**src/rtl/vending_pkg.sv**
```systemverilog
// Shared definitions for the vending_moore_change controller.
//   state_e    : controller state encoding, also driven on State_out
//   *_V        : coin values in nickel units
//   is_busy()  : true in the states that reject every incoming coin
package vending_pkg;

  typedef enum logic [2:0] {
    IDLE   = 3'd0,
    ACCUM  = 3'd1,
    VEND   = 3'd2,
    CHANGE = 3'd3,
    REFUND = 3'd4
  } state_e;

  localparam logic [2:0] NICKEL_V  = 3'd1;
  localparam logic [2:0] DIME_V    = 3'd2;
  localparam logic [2:0] QUARTER_V = 3'd5;

  function automatic logic is_busy(input state_e s);
    return (s == VEND) || (s == CHANGE) || (s == REFUND);
  endfunction

endpackage

```
**src/rtl/vending_moore_change_coin_decoder.sv**
```systemverilog
// coin_decoder: combinational classifier for the coin-acceptor pulses.
//   nickel, dime, quarter : one-cycle coin pulses
//   valid                 : exactly one accepted coin is present
//   invalid               : some coin is present but it cannot be credited
//   value                 : coin value in nickels (0 unless valid)
// QUARTER_EN = 0 turns a lone quarter into an invalid coin.
module coin_decoder
  import vending_pkg::*;
#(
  parameter bit QUARTER_EN = 1'b1
) (
  input  logic       nickel,
  input  logic       dime,
  input  logic       quarter,
  output logic       valid,
  output logic       invalid,
  output logic [2:0] value
);

  logic any_coin;
  logic one_coin;

  always_comb begin
    any_coin = nickel | dime | quarter;
    // Odd parity rules out two coins; the AND term rules out all three.
    one_coin = (nickel ^ dime ^ quarter) & ~(nickel & dime & quarter);
    valid    = one_coin & ~(quarter & ~QUARTER_EN);
    invalid  = any_coin & ~valid;
    value    = 3'd0;
    if (valid) begin
      if (nickel)    value = NICKEL_V;
      else if (dime) value = DIME_V;
      else           value = QUARTER_V;
    end
  end

endmodule

```
**src/rtl/vending_moore_change.sv**
```systemverilog
// vending_moore_change: Moore vending controller with binary credit counter.
//   clk, reset  : rising-edge clock, asynchronous active-high reset
//   Nickel/Dime/Quarter : one-cycle coin pulses (1/2/5 nickels)
//   Cancel      : refund request, honoured only while accumulating credit
//   Vend        : one-cycle dispense strobe
//   Change      : one pulse per nickel returned (after a vend or on refund)
//   Coin_reject : one-cycle pulse, the cycle after a coin that was not taken
//   Credit      : current credit in nickels
//   State_out   : raw state encoding for debug LEDs
// All outputs come from flops; nothing combinational reaches a port.
module vending_moore_change
  import vending_pkg::*;
#(
  parameter int  PRICE      = 3,
  parameter bit  QUARTER_EN = 1'b1,
  localparam int CREDIT_W   = $clog2(PRICE + 5)
) (
  input  logic                clk,
  input  logic                reset,
  input  logic                Nickel,
  input  logic                Dime,
  input  logic                Quarter,
  input  logic                Cancel,
  output logic                Vend,
  output logic                Change,
  output logic                Coin_reject,
  output logic [CREDIT_W-1:0] Credit,
  output logic [2:0]          State_out
);

  localparam logic [CREDIT_W-1:0] PRICE_C = CREDIT_W'(PRICE);
  localparam logic [CREDIT_W-1:0] ONE_C   = CREDIT_W'(1);

  logic       coin_valid;
  logic       coin_invalid;
  logic [2:0] coin_value;
  logic       coin_any;

  coin_decoder #(
    .QUARTER_EN (QUARTER_EN)
  ) u_coin_decoder (
    .nickel  (Nickel),
    .dime    (Dime),
    .quarter (Quarter),
    .valid   (coin_valid),
    .invalid (coin_invalid),
    .value   (coin_value)
  );

  assign coin_any = coin_valid | coin_invalid;

  state_e              state;
  state_e              state_n;
  logic [CREDIT_W-1:0] credit;
  logic [CREDIT_W-1:0] credit_n;
  logic [CREDIT_W-1:0] credit_sum;
  logic                reject_n;
  logic                coin_reject;
  logic                vend;
  logic                change;

  // Next-state and next-credit decode.
  always_comb begin
    state_n    = state;
    credit_n   = credit;
    reject_n   = 1'b0;
    // Largest reachable sum is (PRICE-1)+5, which CREDIT_W always holds.
    credit_sum = credit + CREDIT_W'(coin_value);

    case (state)
      IDLE, ACCUM: begin
        if (Cancel) begin
          // Cancel takes priority over a simultaneous coin, which is returned.
          reject_n = coin_any;
          if (state == ACCUM) state_n = REFUND;
        end else if (coin_valid) begin
          if (credit_sum >= PRICE_C) begin
            state_n  = VEND;
            credit_n = credit_sum - PRICE_C;
          end else begin
            state_n  = ACCUM;
            credit_n = credit_sum;
          end
        end else if (coin_invalid) begin
          reject_n = 1'b1;
        end
      end

      VEND: begin
        reject_n = coin_any;
        state_n  = (credit != '0) ? CHANGE : IDLE;
      end

      CHANGE, REFUND: begin
        reject_n = coin_any;
        // Guarding on <=1 also keeps the counter from wrapping below zero.
        if (credit <= ONE_C) begin
          credit_n = '0;
          state_n  = IDLE;
        end else begin
          credit_n = credit - ONE_C;
        end
      end

      default: begin
        state_n  = IDLE;
        credit_n = '0;
      end
    endcase
  end

  // State, credit and output registers. Vend/Change are registered from the
  // next state so they are high exactly while the state register holds
  // VEND / CHANGE / REFUND.
  always_ff @(posedge clk or posedge reset) begin
    if (reset) begin
      state       <= IDLE;
      credit      <= '0;
      coin_reject <= 1'b0;
      vend        <= 1'b0;
      change      <= 1'b0;
    end else begin
      state       <= state_n;
      credit      <= credit_n;
      coin_reject <= reject_n;
      vend        <= (state_n == VEND);
      change      <= (state_n == CHANGE) || (state_n == REFUND);
    end
  end

  assign Vend        = vend;
  assign Change      = change;
  assign Coin_reject = coin_reject;
  assign Credit      = credit;
  assign State_out   = state;

  // Credit can never exceed one coin short of the price plus a quarter.
  credit_bound_a : assert property (
    @(posedge clk) disable iff (reset) int'(credit) <= PRICE + 4
  );

  // Vend and Change are mutually exclusive; Change only while paying out.
  vend_change_excl_a : assert property (
    @(posedge clk) disable iff (reset) !(vend && change)
  );

  busy_outputs_a : assert property (
    @(posedge clk) disable iff (reset) (vend || change) -> is_busy(state)
  );

endmodule

```
**config.mk**
```make
export PLATFORM = sky130hd
export DESIGN_NAME = vending_moore_change
export DESIGN_NICKNAME = d
export VERILOG_FILES = /design/src/rtl/vending_pkg.sv /design/src/rtl/vending_moore_change_coin_decoder.sv /design/src/rtl/vending_moore_change.sv
export SDC_FILE = /design/constraint.sdc
export NUM_CORES = 1
export LEC_CHECK = 0
export ABC_AREA = 1
export CORE_MARGIN = 8
export CORE_UTILIZATION = 46
export CTS_CLUSTER_DIAMETER = 150
export CTS_CLUSTER_SIZE = 24
export DETAILED_ROUTE_END_ITERATION = 8
export GPL_TIMING_DRIVEN = 1
export PLACE_DENSITY = 0.83
export SKIP_LAST_GASP = 1
export SLEW_MARGIN = 10
export SYNTH_ARGS = -nofsm -noshare
export SYNTH_HDL_FRONTEND = slang
export SYNTH_SLANG_ARGS = --single-unit
```
**constraint.sdc**
```tcl
create_clock -name clk -period 2 [get_ports clk]
set_input_delay 0.4 -clock clk [delete_from_list [all_inputs] [get_ports clk]]
set_output_delay 0.4 -clock clk [all_outputs]
set_load 0.02 [all_outputs]
```
==> metrics.md <==
| Metric | Value |
|---|---|
| Vias in the first global route | `760` |
| Gate power share | `72.1%` |
| Syn Std Cell Area | `818.3 um^2` |
| Fin crit share | `119.3%` |
| Dpl cells | `159` |
| Register area share after synthesis | `27.52%` |
| WL/cell | `11.25 um` |
| PwrDens | `1451 nW/um^2` |
| Routed wl met3 | `65 um` |
| Post-synth ARST share | `100.0%` |
| First-pass GRT wire length | `3.146 mm` |
| Largest net degree at the start of global routing | `10` |
| Setup-failing EPs final | `6` |
| Worst skew pair latency | `0.26 ns` |
| CP Cell Sequence | `buf_12 -> inv_12 -> ha_4 -> nand2_4 -> nand3_4 -> nor2_2 -> ha_2 -> fa_2 -> xor2_2 -> xor2_2 -> inv_2 -> ha_4 -> inv_4 -> nand4_1 -> nor3_2 -> inv_1 -> nand2_1` |
| Number of antenna diodes | `0` |
| Port bufs | `14` |
| Crit path DAT | `2.58 ns` |
| CP max FO | `4` |
| Actual slew at the worst max-slew pin | `0.3566 ns` |
| Sw Ratio | `48.49%` |
| Count leader, synth | `nand2_1` |
| Synthesis-to-finish area growth | `49.69%` |
| Switch Pwr | `0.0008622 W` |
| Hold-fix buffers, CTS | `0` |
| Initial drt markers | `16` |
| Worst path required time | `2.19 ns` |
| Gr ovfl total | `0` |
| Slew HR | `76.20%` |
| CTS buffer count | `3` |
| Post-synth EDFFs | `0` |
| Die area | `3384 um^2` |
| Post-detail-place hpwl | `1.559 mm` |
| Routability cong. | `0.8503` |
| Max Transition Viols Final | `0` |
| Final TNS setup | `-1.856 ns` |
| Top routing layer in use | `met4` |
| Area leader, netlist | `dfrtp_1` |
| Vias | `753` |
| Final Hold Vio Count | `0` |
| Die width | `58.18 um` |
| Detail Route met2 WL | `1.048 mm` |
| WS Path Type | `in2reg` |
| Post-layout worst setup margin | `-0.3861 ns` |
| Root Driver | `clkbuf_4` |
| Seq cells post-synth | `9` |
| Num rows | `15` |
| Syn_area_per_cell | `7.507 um^2` |
| Reg power frac | `20.1%` |
| Clock Path Buffers | `2` |
| Count of cell types in the netlist | `21` |
| Slowest CP cell | `fa_2` |
| Synth Flop Type | `dfrtp_1` |
| IO Pins | `15` |
| Fin nets | `157` |
| Fmax | `0.4191 GHz` |
| Top cell type's share of synthesized area | `27.52%` |
| Internal | `0.0009158 W` |
| Commonest cells in the netlist | `nand2_1, inv_1, ha_1, nand3_1, dfrtp_1` |
| Cells after synthesis | `109` |
| Max-cap violations | `0` |
| Clock power share | `7.8%` |
| Crit path buf inv count | `5` |
| Fin util | `71.72%` |
| Met1 WL | `715 um` |
| Worst Hold Class | `in2async` |
| Ranking of synthesized cells by area | `dfrtp_1, ha_1, nand2_1` |
| RSZ-0062 raised after global routing | `true` |
| Gr usage total | `11.92%` |
| Non-filler cells in the finished layout | `164` |
| CTS tree | `yes` |
| Share of layout cells above drive strength 1 | `33.81%` |
| Final min period | `2.386 ns` |
| Type of origin of the critical path | `primary input` |
| Clock sinks | `9` |
| Largest stage delay, worst path | `0.35 ns` |
| H-tree depth | `1` |
| Routed WL | `1.845 mm` |
| Routed Antenna Nets | `0` |
| Ys Warns | `0` |
| Crit path capture type | `flop` |
| Status | `finished, violations left` |
| Clk_skew | `0.005737 ns` |
| VDD IR max | `0.6774 mV` |
| CTS clock-pin slew for the worst setup and hold paths | `0.07 ns` |
| Total power | `0.001778 W` |
| Synth Net Count | `126` |
| Drt first pass iters | `4` |
| Starting Density | `47.91%` |
| Die Ht | `58.18 um` |
| Failing checks | `setup timing` |
| Initial antenna violation count | `0` |
| Place WS | `-1.284 ns` |
| Crit path max-delay family | `adder cells` |
| Vias/cell | `4.591` |
| Static Leak | `0.6438 nW` |
| Core Box Area | `1708 um^2` |
| Drc violations | `0` |
-- through the flow --
stage	instance area [um^2]	hold WS, ns
4_1_cts	1214	0.4075
2_1_floorplan	878.3	0.2279
3_3_place_gp	1145	0.6194
5_1_grt	1225	0.4530
3_5_place_dp	1145	0.6413
6_report	1225	0.4035
-- logic make-up (layout without fill, tap and decap cells) --
kind of cell	Yosys count	in the layout	synth area share [%]
AOI/OAI and AO/OA	4	4	3.059
xor gates and xnor gates	3	3	5.046
adders and majority gates	11	11	17.74
buffers and inverters	24	54	11.01
DFF	9	9	27.52
and+or+nand+nor	58	58	35.63
-- worst reg2reg max path, cell delays in order, from the launching register on --
cell and delay [ns]:
dfrtp_1 0.40, ha_2 0.20, fa_2 0.35, xor2_2 0.17, xor2_2 0.18, inv_2 0.06, ha_4 0.16, inv_4 0.06
nand4_1 0.11, nor3_2 0.20, inv_1 0.06, nand2_1 0.05
-- routing by layer --
layer	up-vias	global-route usage, %
li1	393	-
met5	-	0
met4	0	6.294
met1	343	11.38
met2	15	23.41
met3	2	1.987
-- placed cells by master (no fill, tap or decap), types with 4 or more instances in the layout --
cell type         n
inv_1            17
nand2_2           4
dfrtp_1           9
nand3_1           9
clkdlybuf4s50_1  11
ha_1              5
nor2_1            6
ha_4              4
buf_4            11
nand2_1          26
-- worst paths after layout --
path                       slack, ns  startpoint  depth (start not counted)            to
min in group clk                0.66   Credit[2]                          2     Credit[2]
min                             0.40       reset                          2     Credit[1]
max reg2reg                    -0.07   Credit[0]                         11  State_out[1]
max in group asynchronous       1.33       reset                          2          Vend
min reg2reg                     0.66   Credit[2]                          2     Credit[2]
max                            -0.39        Dime                         17  State_out[1]
-- cell type report --
type                       instances  area (um^2)
timing repair buffer              26        244.0
clock buffer                       4        26.28
fill                             124        483.0
sequential                         9        225.2
tap                               25        31.28
multi-input combinational         76        588.1
inverter                          24        110.1
-- timing repair --
action | CTS | global route
resized for setup | 26 | 1
endpoints found under the setup margin | 6 | 6
pin swaps | 14 | 3
buffers inserted | 1 | 1
-- power groups by stage --
stage	clock, W	combinational, W	sequential, W
floorplan	0	0.000699	0.000448
global placement	0	0.00116	0.000353
detailed placement	0	0.00120	0.000359
CTS	0.000144	0.00129	0.000357
global route	0.000147	0.00143	0.000369
finish	0.000139	0.00128	0.000357
-- sequential cells by signal, indices dropped and copies added (netlist names) --
name	flops
Credit	3
State_out	3
Change	1
Coin_reject	1
Vend	1
Power figures use the tool's default switching activity.
